$ cat config.mk
export PLATFORM = sky130hd
export DESIGN_NAME = fetch_stage
export DESIGN_NICKNAME = d
export VERILOG_FILES = /design/src/rtl/fetch_stage.sv
export SDC_FILE = /design/constraint.sdc
export NUM_CORES = 1
export LEC_CHECK = 0
export BUFFER_PORTS_ARGS = -buffer_cell sky130_fd_sc_hd__buf_2
export CAP_MARGIN = 0
export CORE_ASPECT_RATIO = 0.75
export CORE_MARGIN = 3
export CORE_UTILIZATION = 58
export CTS_CLUSTER_SIZE = 30
export DETAILED_ROUTE_END_ITERATION = 16
export GPL_ROUTABILITY_DRIVEN = 0
export PLACE_DENSITY_LB_ADDON = 0.1
export SYNTH_ARGS = -nofsm -noshare
export SYNTH_HDL_FRONTEND = slang
export SYNTH_SLANG_ARGS = --single-unit
export TNS_END_PERCENT = 1
$ cat constraint.sdc
create_clock -name clk -period 4.1 [get_ports clk]
set_clock_uncertainty 0.1 [all_clocks]
set_input_delay 0.205 -clock clk [delete_from_list [all_inputs] [get_ports clk]]
set_output_delay 0.205 -clock clk [all_outputs]
set_load 0.02 [all_outputs]
$ cat src/rtl/fetch_stage.sv
// rtl/fetch_stage.sv - rv32 instruction fetch stage with skid buffer and redirect handling
//
// Owns the program counter, issues word fetches over a req/ack handshake and
// presents returned instructions to the decoder.
//
// Ports:
//   clk            system clock, rising edge
//   nrst           asynchronous active-low reset
//   stall          decoder cannot accept the presented instruction this cycle
//   branch_taken   redirect request from execute
//   branch_target  redirect address (bits [1:0] forced to 0)
//   imem_ack       memory returns data this cycle (only meaningful while imem_req=1)
//   imem_rdata     instruction word, valid with imem_ack
//   imem_req       fetch request, held with imem_addr stable until imem_ack
//   imem_addr      word-aligned fetch address (always the current pc)
//   inst_valid     opcode/instruction/pc_out hold a valid instruction
//   opcode         instruction bits [6:0]
//   instruction    instruction bits [31:7]
//   pc_out         address of the presented instruction
module fetch_stage #(
  parameter logic [31:0] RESET_PC = 32'h0000_0000
) (
  input  logic        clk,
  input  logic        nrst,
  input  logic        stall,
  input  logic        branch_taken,
  input  logic [31:0] branch_target,
  input  logic        imem_ack,
  input  logic [31:0] imem_rdata,
  output logic        imem_req,
  output logic [31:0] imem_addr,
  output logic        inst_valid,
  output logic [6:0]  opcode,
  output logic [24:0] instruction,
  output logic [31:0] pc_out
);

  typedef enum logic [1:0] {
    IDLE  = 2'd0,
    FETCH = 2'd1,
    HOLD  = 2'd2,
    DRAIN = 2'd3
  } state_t;

  state_t      state, state_n;
  logic [31:0] pc, pc_n;
  logic [31:0] pend_target, pend_target_n;
  logic [31:0] out_reg, out_reg_n;
  logic [31:0] out_pc, out_pc_n;
  logic [31:0] skid_reg, skid_reg_n;
  logic [31:0] skid_pc, skid_pc_n;
  logic        valid, valid_n;

  logic [31:0] target;
  logic [31:0] pc_inc;
  logic        occupied;

  // Masking keeps every bit of branch_target in use while forcing word alignment.
  assign target   = branch_target & 32'hFFFF_FFFC;
  // 32-bit add wraps naturally from 0xFFFF_FFFC to 0.
  assign pc_inc   = pc + 32'd4;
  // The presented instruction is still waiting for the decoder.
  assign occupied = valid & stall;

  always_ff @(posedge clk or negedge nrst) begin
    if (!nrst) begin
      state       <= IDLE;
      pc          <= RESET_PC;
      pend_target <= 32'h0;
      out_reg     <= 32'h0;
      out_pc      <= 32'h0;
      skid_reg    <= 32'h0;
      skid_pc     <= 32'h0;
      valid       <= 1'b0;
    end else begin
      state       <= state_n;
      pc          <= pc_n;
      pend_target <= pend_target_n;
      out_reg     <= out_reg_n;
      out_pc      <= out_pc_n;
      skid_reg    <= skid_reg_n;
      skid_pc     <= skid_pc_n;
      valid       <= valid_n;
    end
  end

  always_comb begin
    state_n       = state;
    pc_n          = pc;
    pend_target_n = pend_target;
    out_reg_n     = out_reg;
    out_pc_n      = out_pc;
    skid_reg_n    = skid_reg;
    skid_pc_n     = skid_pc;
    valid_n       = valid;

    unique case (state)
      IDLE: begin
        state_n = FETCH;
      end

      FETCH: begin
        if (branch_taken) begin
          valid_n = 1'b0;
          if (imem_ack) begin
            // Returned word belongs to the wrong path; restart at the target.
            pc_n = target;
          end else begin
            // Request must complete at the old address before redirecting.
            pend_target_n = target;
            state_n       = DRAIN;
          end
        end else if (imem_ack && !occupied) begin
          out_reg_n = imem_rdata;
          out_pc_n  = pc;
          valid_n   = 1'b1;
          pc_n      = pc_inc;
        end else if (imem_ack) begin
          // Output is blocked; park the new word and stop requesting.
          skid_reg_n = imem_rdata;
          skid_pc_n  = pc;
          pc_n       = pc_inc;
          state_n    = HOLD;
        end else if (valid && !stall) begin
          valid_n = 1'b0;
        end
      end

      HOLD: begin
        if (branch_taken) begin
          valid_n = 1'b0;
          pc_n    = target;
          state_n = FETCH;
        end else if (!stall) begin
          out_reg_n = skid_reg;
          out_pc_n  = skid_pc;
          valid_n   = 1'b1;
          state_n   = FETCH;
        end
      end

      DRAIN: begin
        valid_n = 1'b0;
        if (branch_taken) begin
          pend_target_n = target;
        end
        if (imem_ack) begin
          // The most recent redirect wins, even when it lands with the ack.
          pc_n    = branch_taken ? target : pend_target;
          state_n = FETCH;
        end
      end

      default: begin
        state_n = IDLE;
      end
    endcase
  end

  assign imem_req    = (state == FETCH) || (state == DRAIN);
  assign imem_addr   = pc;
  assign inst_valid  = valid;
  assign opcode      = out_reg[6:0];
  assign instruction = out_reg[31:7];
  assign pc_out      = out_pc;

endmodule

After elaboration in Yosys (flattened, before gate mapping)
Index checks and enable logic that the tools add are counted.
- logic and storage cells: 82
- register bits after elaboration: 195
- latch bits: 0
- memories kept: 0
- ROM bits: 0
- memory bits (writable): 0
- add/sub/neg operators: 1
- multiply operators: 0
- $lt $le $gt $ge: 0
- muxes and demuxes: 36
- shifts and indexed selects: 0
- reductions and logical operators: 15
- eq/ne operators: 19
- div/mod/pow operators: 0
- bitwise operators: 3
- operators with widths (cell ; count):
    32-bit 2-to-1 mux ; 17
    32-bit case mux with 2 select lines ; 3
    32-bit case mux with 3 select lines ; 1
    32-bit by 3-bit adder with 32-bit output, second input constant ; 1
    3-bit != test, second input constant ; 6
    2-bit != test, second input constant ; 8
    5-bit AND reduction ; 3
    2-bit 2-to-1 mux ; 7
    4-bit != test, second input constant ; 2
    2-bit case mux with 4 select lines ; 1
    4-bit AND reduction ; 2
    1-bit 2-to-1 mux ; 6
    2-bit == test, second input constant ; 2
    2-bit nonzero test ; 2
    1-bit case mux with 3 select lines ; 1
    3-bit AND reduction ; 1
    3-bit nonzero test ; 1
    2-bit by 1-bit == test with 1-bit output, second input constant ; 1
    1-bit logical AND ; 2
    1-bit zero test ; 2
    2-bit zero test ; 1
    1-bit inverter ; 2
    1-bit AND ; 1
    1-bit logical OR ; 1

Depth between registers and ports, before layout
Gate-level depths: netlist of the first run.
- depth after elaboration: 7
- mapped depth: 7
- depth with buffers taken out: 5

Worst setup path after synthesis of the first run
Ideal clock, no wire load.
- path type: flip-flop to flip-flop
- start point: register pc[6] (netlist: imem_addr[6])
- end point: register pc[29] (netlist: imem_addr[29])
- period minus slack after synthesis: 2.074 ns
- slack: 2.026 ns
- arrival: 1.838 ns
- cell stages (with the launch flop): 7
- required time: 3.864 ns
- path through: dfrtp_1 -> buf_2 -> nand4_2 -> buf_2 -> or4_4 -> o311ai_1 -> nand3_1
- longest elaborated chain between the ends: 5
- RTL lines (item ; line ; text):
    from (decl) ; 46 ; logic [31:0] pc, pc_n;
    from (signal assigned) ; 77 ; pc <= pc_n;
    32-bit by 3-bit adder with 32-bit output (*) ; 61 ; assign pc_inc = pc + 32'd4;
    32-bit 2-to-1 mux ; 118 ; end else if (imem_ack) begin
    32-bit 2-to-1 mux (*) ; 113 ; end else if (imem_ack && !occupied) begin
    32-bit 2-to-1 mux (*) ; 103 ; if (branch_taken) begin
    32-bit case mux with 3 select lines (*) ; 97 ; unique case (state)
Mark *: on every way between the ends. The rest lies on a longest branch, timed or not. The select of a mux whose other input is x is not followed.
A chain may end at the register's enable or synchronous reset.

Final worst setup path of the first run
- start point: register state[1]
- end point: register out_reg[22]
- longest elaborated chain between the ends: 3
- elaborated cells on any way between the ends: 9
- RTL lines (item ; line ; text):
    from (decl) ; 45 ; state_t state, state_n;
    from (signal assigned) ; 76 ; state <= state_n;
    2-bit by 1-bit == test with 1-bit output / 2-bit == test (equally long branches) ; 97 ;
    2-bit != test (no source line) / 2-bit nonzero test (equally long branches) ; - ;
    5-bit AND reduction (no source line) ; - ;
    to (signal assigned) ; 79 ; out_reg <= out_reg_n;
    to (decl) ; 48 ; logic [31:0] out_reg, out_reg_n;
Parallel ways exist; a longest one is shown, timed or not.

==> reports/results.txt, run 1 <==
Pre-Repair DR Iteration Count: 5
fraction of layout cells with a size suffix above 1: 42.39%
Final Hold Vio Count: 0
CTS tree: built
leakage power: 5.172 nW
clock power share: 28.9%
pwr dens: 500.1 nW/um^2
FILL cells: 1069
I/O Buffers: 164
highest clock rate: 357.2 MHz
worst setup path class: register to register
CTS root buffer: clkbuf_16
Clock Latency Late Sink: 0.43 ns
most common cell after layout, fill and taps aside: mux2_2
clk buf depth: 2
global-route wire length before repair: 39170 um
Net Sw Power: 0.001860 W
Setup violations, final: 0
Max rail drop VDD: 0.0003380 V
Comb pwr share: 24.7%
Final Util: 74.69%
Die Area: 17970 sq um
RSZ-0062 raised after global routing: no
ant diodes: 0
Worst Setup Start Kind: register
Maximum Capacitance Violations: 0
Initial Utilization: 60.83%
Synth area leaders: dfrtp_1, mux2_2, nand2_1, o21ai_0, buf_2
Final ANT Viol Nets: 0
crit path DAT: 3.02 ns
vias per cell: 6.123
Die X: 153.8 um
final wirelength: 24250 um
area share of the largest cell type after synthesis: 51.37%
vias post-DR: 7409
number of global-route vias before repair: 7544
core area: 15620 sq um
Wirelength per Cell: 20.04 um
Data required, critical path: 4.32 ns
relative slew slack: 24.86%
syn avg cell area: 11.93 sq um
Post-synth EDFFs: 0
Total Routing Usage GR: 27.46%
post-DP HPWL: 15290 um
Resized cells post-CTS: 0
row count: 39
grt ovf: 0
clk slew on worst S/H paths: 0.07 ns
CP Max Fanout: 64
switch share: 31.89%
async set-or-reset flop fraction in the synthesized netlist: 100.0%
Placed Cells: 1116
Seq cells post-synth: 195
maximum number of pins on one net before global-route repair: 121
endpoint class of the critical path: register
antenna violations before repair: 0
Mapped Area: 9499 sq um
Inserted Clock Buffers: 17
Starting DRT DRC Count: 717
final setup TNS: 0 ns
I/O Pins: 167
Reg power frac: 46.4%
fin cells: 1210
Final Cycle Share: 68.28%
worst min path class: primary input to register
sequential area share after synthesis: 51.37%
area of the multi-input gates: 4274 sq um
Ys Warns: 0
max-slew violation count: 0
Period minus WS final: 2.799 ns
commonest non-fill, non-tap cells in the layout: mux2_2, dfrtp_1, buf_2, dlygate4sd3_1, nand2_1
post-route cell area: 11660 sq um
syn_nets: 866
worst-margin pin slew: 1.117 ns
Cell Int Power: 0.003972 W
status: finished clean
placed instance area: 10450 sq um
H-Tree Depth: 4
register area: 4880 sq um
Yosys top cell by area: dfrtp_1
# DRC: 0
total clock sinks: 195
Layout area overhead: 22.77%
cells after synthesis: 796
synth unique cells: 62
final net count: 1062
die height: 116.8 um
Top FF cell, synth: dfrtp_1
[timing repair]
| action | 4_1_cts | 5_1_grt |
|---|---|---|
| buffers inserted | 0 | 0 |
| hold endpoints to repair | 188 | 0 |
| hold buffers | 62 | 0 |
| setup endpoints to repair | 0 | 0 |
[power by group through the flow]
| stage | combinational [W] | clock, W | sequential (W) |
|---|---|---|---|
| detailed placement | 0.00140 | 0 | 0.00273 |
| CTS | 0.00145 | 0.00170 | 0.00270 |
| global route | 0.00156 | 0.00179 | 0.00277 |
| floorplan | 0.000681 | 0 | 0.00291 |
| global placement | 0.00135 | 0 | 0.00268 |
| finish | 0.00144 | 0.00168 | 0.00271 |
[metrics by stage]
stage / worst slack, ns / power [W] / hold slack, ns
CTS: 1.330 / 0.005850 / 0.0002733
global route: 1.150 / 0.006114 / 0.01167
detailed placement: 1.342 / 0.004121 / 0.3117
global placement: 1.410 / 0.004032 / 0.2988
finish: 1.301 / 0.005833 / 0.02487
floorplan: 2.026 / 0.003589 / -0.1906
[cells by family (layout without fill, tap and decap cells)]
kind of cell    count (synthesis)  after routing  share of synthesized area [%]
simple gates                  164            164                          9.352
buf+inv                        85            294                          3.846
compound gates                145            145                          10.93
flops                         195            195                          51.37
xor+xnor                        2              2                         0.1844
fa+ha+maj                       1              1                         0.1317
mux                           204            204                          24.18
[synthesized netlist by cell type (7+ instances only)]
cell      instances
buf_2            25
a21oi_1          18
nor4_1            7
a31oi_1           9
nand4_1          15
nor3_1            9
nand2_1          58
a32oi_1          13
mux2_2          204
o22ai_1           8
o21ai_0          34
inv_1            24
nor2_1           16
nand3_1          13
clkbuf_1         29
dfrtp_1         195
[area by class of cell]
| cell class | count | area share, % |
|---|---|---|
| Multi-Input combinational cell | 516 | 36.65 |
| Inverter | 25 | 0.8046 |
| Sequential cell | 195 | 41.84 |
| Tap cell | 205 | 2.199 |
| Clock buffer | 22 | 3.980 |
| Timing Repair Buffer | 237 | 13.46 |
| Clock inverter | 10 | 1.062 |
[worst paths after layout]
path	start	to	slack, ns	cells after the start
max	state[1]	out_reg[22]	1.30	5
min	branch_target[9]	pend_target[9]	0.02	3
max reg2reg	state[1]	out_reg[22]	1.30	5
min reg2reg	pend_target[15]	pend_target[15]	0.39	2
max in group asynchronous	nrst	pend_target[7]	2.55	3
min in group asynchronous	nrst	out_reg[0]	0.37	2
[layer usage]
| metal | routed length (um) | vias up | track usage [%] |
|---|---|---|---|
| li1 | - | 3347 | - |
| met1 | 10540 | 3688 | 36.88 |
| met2 | 11670 | 329 | 44.91 |
| met3 | 1558 | 45 | 5.108 |
| met4 | 478 | 0 | 11.47 |
| met5 | 0 | - | 0 |
[worst max-delay path, cell delays in order, from the launching register on]
cell	delay, ns
dfrtp_1	0.85
nor2b_4	0.31
nand2_1	0.10
a21oi_4	0.14
buf_4	0.70
mux2_2	0.44
Note: power is estimated with default switching activity, not from simulation.
==> inputs of run 2 (changes only) <==
--- a/config.mk
+++ b/config.mk
@@ -9,7 +9,7 @@
 export CAP_MARGIN = 0
 export CORE_ASPECT_RATIO = 0.75
 export CORE_MARGIN = 3
-export CORE_UTILIZATION = 58
+export CORE_UTILIZATION = 51
 export CTS_CLUSTER_SIZE = 30
 export DETAILED_ROUTE_END_ITERATION = 16
 export GPL_ROUTABILITY_DRIVEN = 0
==> constraint.sdc (replaced) <==
create_clock -name clk -period 2.5 [get_ports clk]
set_clock_uncertainty 0.1 [all_clocks]
set_input_delay 0.125 -clock clk [delete_from_list [all_inputs] [get_ports clk]]
set_output_delay 0.125 -clock clk [all_outputs]
set_load 0.02 [all_outputs]
==> run 2 against run 1 <==
Against the previous run:
- global-route usage fell by 2.9 points
- critical endpoint is now skid_pc[16]
- critical path depth fell by 1
- clock power rose by 54%
- combinational power rose by 77%
==> reports/results.txt, run 2 (synthesis results as in run 1) <==
status: finished clean
endpoint class of the critical path: register
vias post-DR: 7509 (+1.3%)
Post-Route M1 WL: 11310 um (+7.3%)
DR WL met2: 11860 um (+1.7%)
Starting DRT DRC Count: 631 (-12%)
I/O Pins: 167 (unchanged)
met3 routed WL: 1301 um (-16%)
I/O Buffers: 164 (unchanged)
final wirelength: 24820 um (+2.4%)
clock power share: 27.3% (-1.6 points)
grt ovf: 0 (unchanged)
global-route wire length before repair: 39170 um (unchanged)
r2r endpoint: skid_pc[16]
Period minus WS final: 2.284 ns (-0.5152 ns)
worst-margin pin slew: 0.5725 ns (-0.5443 ns)
H-Tree Depth: 4 (unchanged)
Top Metal Used: met4
Worst Setup Slack, final: 0.2158 ns (-1.085 ns)
most common cell after layout, fill and taps aside: mux2_2
leakage power: 5.316 nW (+2.8%)
CP Max Fanout: 59 (-7.8%)
Pre-Repair DR Iteration Count: 5 (unchanged)
final setup TNS: 0 ns (unchanged)
Clock Latency Late Sink: 0.43 ns (about the same)
Initial Utilization: 52.85% (-8.0 points)
Comb pwr share: 26.9% (+2.2 points)
Setup violations, final: 0 (unchanged)
min-delay src: branch_taken
Final Hold Vio Count: 0 (unchanged)
# DRC: 0 (unchanged)
fraction of layout cells with a size suffix above 1: 44.03% (+1.6 points)
Total Routing Usage GR: 24.53% (-2.9 points)
Final Cycle Share: 91.37% (+23 points)
worst setup path class: register to register
worst min path class: primary input to register
die height: 124.2 um (+6.3%)
Net Sw Power: 0.003066 W (+65%)
row count: 42 (+7.7%)
Die X: 163.6 um (+6.4%)
maximum number of pins on one net before global-route repair: 66 (-45%)
max-slew violation count: 0 (unchanged)
commonest non-fill, non-tap cells in the layout: mux2_2, dfrtp_1, buf_2, dlygate4sd3_1, nand2_1
clk buf depth: 2 (unchanged)
Post-Place Setup Slack: 0.2411 ns (-1.101 ns)
highest clock rate: 437.8 MHz (+23%)
Layout area overhead: 25.50%
antenna violations before repair: 0 (unchanged)
Worst Reg-to-Reg Cells: 4 (-1)
clk slew on worst S/H paths: 0.07 ns (about the same)
post-DP HPWL: 16810 um (+9.9%)
crit path DAT: 2.50 ns (-0.52 ns)
Wirelength per Cell: 19.39 um (-3.2%)
Data required, critical path: 2.71 ns (-1.61 ns)
Inserted Clock Buffers: 17 (unchanged)
number of global-route vias before repair: 7483 (-0.81%)
Final ANT Viol Nets: 0 (unchanged)
ant diodes: 0 (unchanged)
vias per cell: 5.866 (-4.2%)
CTS tree: built
Worst Setup Start Kind: register
reg2reg start: state[0]
Cell Int Power: 0.006428 W (+62%)
hold slack: 0.1117 ns (+0.08685 ns)
Hold Path End: imem_addr[29]
flop2flop setup slack: 0.22 ns (-1.08 ns)
RSZ-0062 raised after global routing: no
Maximum Capacitance Violations: 0 (unchanged)
core area: 17970 sq um (+15%)
final net count: 1096 (+3.2%)
total clock sinks: 195 (unchanged)
relative slew slack: 61.62% (+37 points)
switch share: 32.29% (+0.40 points)
CTS root buffer: clkbuf_16
Reg power frac: 45.9% (-0.5 points)
Die Area: 20320 sq um (+13%)
Hold Path Depth: 4 (+1)
Max rail drop VDD: 0.0006636 V (+96%)
pwr dens: 796.4 nW/um^2 (+59%)
-- run 2: cell count changes in the layout (fill, tap and decap cells not counted), sizes merged --
cell and delta:
clkinv +2, dlygate4sd3 +2, buf +32, clkbuf -2, bufinv -1
-- run 2: per-layer routing --
metal / GRT usage [%] / vias up
li1: - / 3391
met1: 33.88 / 3811
met2: 40.19 / 271
met3: 4.255 / 36
met4: 7.290 / 0
met5: 0 / -
-- run 2: timing repair --
action / CTS / global route
gates resized for setup: 0 / 0
setup buffers: 0 / 0
endpoints found under the hold margin: 169 / 0
setup endpoints to repair: 0 / 0
hold buffers: 64 / 0
-- run 2: through the flow --
step | instances | utilization (%) | instance area, sq um | total power, W
detailed placement | 1185 | 59.76 | 10740 | 0.006883
CTS | 1280 | 66.33 | 11920 | 0.009549
global route | 1280 | 66.33 | 11920 | 0.009943
finish | 1280 | 66.33 | 11920 | 0.009494
floorplan | 796 | - | 9499 | 0.005885
global placement | 1185 | 59.76 | 10740 | 0.006735
-- run 2: cell type report --
type,count,area (sq um)
flip-flops and latches,195,4880
clock inverters,11,103.9
multi-input cells,516,4274
repair buffers,271,1831
fillers,1398,6051
well taps,242,302.8
inverters,25,93.84
clock buffers,20,436.7
-- run 2: how the worst max path moves through the flow --
stage / slack, ns / endpoint / cells after the start / start
finish: 0.22 / skid_pc[16] / 4 / state[0]
global route: 0.10 / imem_addr[31] / 4 / state[0]
CTS: 0.24 / skid_pc[16] / 4 / state[0]
detailed placement: 0.24 / skid_pc[16] / 4 / state[0]
global placement: 0.29 / skid_pc[12] / 4 / state[0]
floorplan: 0.43 / imem_addr[29] / 6 / imem_addr[6]
-- run 2: power groups by stage --
stage | logic, W | registers (W) | clock network, W
after floorplan | 0.00112 | 0.00477 | 0
after global placement | 0.00240 | 0.00433 | 0
after detailed placement | 0.00248 | 0.00440 | 0
after CTS | 0.00257 | 0.00434 | 0.00263
after global routing | 0.00276 | 0.00444 | 0.00275
final | 0.00255 | 0.00435 | 0.00259
-- run 2: critical path: stages (launching register included) --
cell and delay, ns:
dfrtp_1 0.67, nand2_1 0.24, nor3_2 0.37, buf_12 0.36, mux2_2 0.39
==> inputs of run 3 (changes only) <==
==> constraint.sdc (replaced) <==
create_clock -name clk -period 2 [get_ports clk]
set_clock_uncertainty 0.1 [all_clocks]
set_input_delay 0.1 -clock clk [delete_from_list [all_inputs] [get_ports clk]]
set_output_delay 0.1 -clock clk [all_outputs]
set_load 0.02 [all_outputs]
==> run 3 against run 2 <==
Against the previous run:
- clock-buffer cell count is 1 lower
- die area stayed put
- maximum frequency is 18% higher
- via count is 0.89% higher
- combinational power is 33% higher
- register-to-register slack worse by 0.16 ns
- global-route usage is 0.56 points higher
- setup slack worse by 0.16 ns
- routed wire length is 1.2% higher
- largest cell class unchanged
==> reports/results.txt, run 3 (synthesis results as in run 1) <==
Cell Int Power: 0.008336 W (+30%)
Reg power frac: 43.8% (-2.1 points)
CTS root buffer: clkbuf_16
switch share: 31.78% (-0.51 points)
highest clock rate: 515.6 MHz (+18%)
I/O Pins: 167 (unchanged)
Maximum Capacitance Violations: 0 (unchanged)
worst-margin pin slew: 0.5434 ns (-0.02916 ns)
Worst Setup Start Kind: register
Total Routing Usage GR: 25.10% (+0.56 points)
Die Area: 20320 sq um (unchanged)
leakage power: 5.512 nW (+3.7%)
global-route wire length before repair: 40030 um (+2.2%)
Pre-Repair DR Iteration Count: 6 (+1)
Setup violations, final: 0 (unchanged)
fin cells: 1310 (+2.3%)
pwr dens: 992.3 nW/um^2 (+25%)
FILL cells: 1316 (-5.9%)
status: finished clean
final setup TNS: 0 ns (unchanged)
final net count: 1126 (+2.7%)
relative slew slack: 63.44% (+1.8 points)
maximum number of pins on one net before global-route repair: 57 (-14%)
vias post-DR: 7576 (+0.89%)
max-slew violation count: 0 (unchanged)
Final ANT Viol Nets: 0 (unchanged)
Data required, critical path: 2.27 ns (-0.44 ns)
Final Hold Vio Count: 0 (unchanged)
grt ovf: 0 (unchanged)
most common cell after layout, fill and taps aside: mux2_2
Layout area overhead: 29.64%
core area: 17970 sq um (unchanged)
worst setup path class: register to register
area of the multi-input gates: 4297 sq um (+0.53%)
Die X: 163.6 um (unchanged)
Initial Utilization: 52.85% (unchanged)
clk buf depth: 2 (unchanged)
I/O Buffers: 164 (unchanged)
vias per cell: 5.783 (-1.4%)
row count: 42 (unchanged)
antenna violations before repair: 0 (unchanged)
RSZ-0062 raised after global routing: yes
clock power share: 28.3% (+1.0 points)
Net Sw Power: 0.003884 W (+27%)
Wirelength per Cell: 19.17 um (-1.2%)
Comb pwr share: 27.8% (+0.9 points)
commonest non-fill, non-tap cells in the layout: mux2_2, dfrtp_1, buf_2, dlygate4sd3_1, buf_4
# DRC: 0 (unchanged)
number of global-route vias before repair: 7509 (+0.35%)
Max rail drop VDD: 0.0006452 V (-2.8%)
Final Cycle Share: 96.97% (+5.6 points)
die height: 124.2 um (unchanged)
fraction of layout cells with a size suffix above 1: 46.82% (+2.8 points)
register area: 4890 sq um (+0.21%)
worst min path class: primary input to register
Period minus WS final: 1.939 ns (-0.3448 ns)
CTS tree: built
final wirelength: 25110 um (+1.2%)
H-Tree Depth: 4 (unchanged)
total clock sinks: 195 (unchanged)
Inserted Clock Buffers: 17 (unchanged)
post-DP HPWL: 16960 um (+0.91%)
Placed Cells: 1215 (+2.5%)
Clock Latency Late Sink: 0.43 ns (about the same)
crit path DAT: 2.21 ns (-0.29 ns)
Starting DRT DRC Count: 552 (-13%)
endpoint class of the critical path: register
CP Max Fanout: 8 (-86%)
clk slew on worst S/H paths: 0.07 ns (about the same)
ant diodes: 0 (unchanged)
-- run 3: cell types whose count changed in the layout (fill, tap and decap cells not counted), sizes merged --
cell	previous run	this run
buf	206	236
bufinv	1	2
clkbuf	21	20
clkinv	6	4
clkinvlp	2	0
inv	27	31
-- run 3: metrics by stage --
step                power (W)  setup slack (ns)  hold slack, ns  area [sq um]  utilization [%]
finish                0.01222           0.06063         0.07374         12310            68.52
global route          0.01283          -0.01189          0.1110         12310            68.52
floorplan            0.007368         -0.002274         -0.2956          9514                -
detailed placement   0.008708          -0.07311        -0.04081         11060            61.54
CTS                   0.01227          0.002823         0.06001         12290            68.39
global placement     0.008548         -0.002688        -0.04125         11060            61.54
-- run 3: layer usage --
layer,part of all wire [%],track usage (%)
met4,1.5,6.656
met3,6.6,4.953
met2,48,40.89
met5,0,0
met1,44,34.79
-- run 3: final cells by class --
class / count / share of cell area (%)
tap: 242 / 2.459
clock buffer: 19 / 3.597
inverter: 25 / 0.7620
clock inverter: 12 / 1.179
multi-input combinational: 516 / 34.89
timing repair buffer: 301 / 17.41
sequential: 195 / 39.71
-- run 3: final timing paths --
kind | start | end | slack (ns) | depth (start not counted)
min in group asynchronous | nrst | pc_out[22] | 0.09 | 2
worst min register to register | pend_target[27] | pend_target[27] | 0.39 | 2
max in group asynchronous | nrst | imem_addr[2] | 1.01 | 3
worst max-delay path | state[0] | imem_addr[8] | 0.06 | 5
worst max register to register | state[0] | imem_addr[8] | 0.06 | 5
worst min-delay path | imem_ack | state[1] | 0.07 | 4
-- run 3: timing repair --
item,CTS,global route
pin swaps,0,3
cloned,0,0
buffers inserted,0,0
resized for setup,1,5
hold buffers,64,0
hold endpoints to repair,304,0
setup endpoints to repair,42,89
-- run 3: worst max-delay path: stages, from the launching register on --
cell and delay (ns):
dfrtp_2 0.45, mux2_2 0.46, buf_4 0.20, a32oi_1 0.35, a211o_1 0.16, o221a_2 0.16
-- run 3: power by group through the flow --
stage	combinational [W]	sequential, W	clock [W]
after floorplan	0.00140	0.00597	0
after global placement	0.00320	0.00535	0
after detailed placement	0.00329	0.00541	0
after CTS	0.00340	0.00535	0.00352
after global routing	0.00367	0.00546	0.00370
final	0.00340	0.00536	0.00346
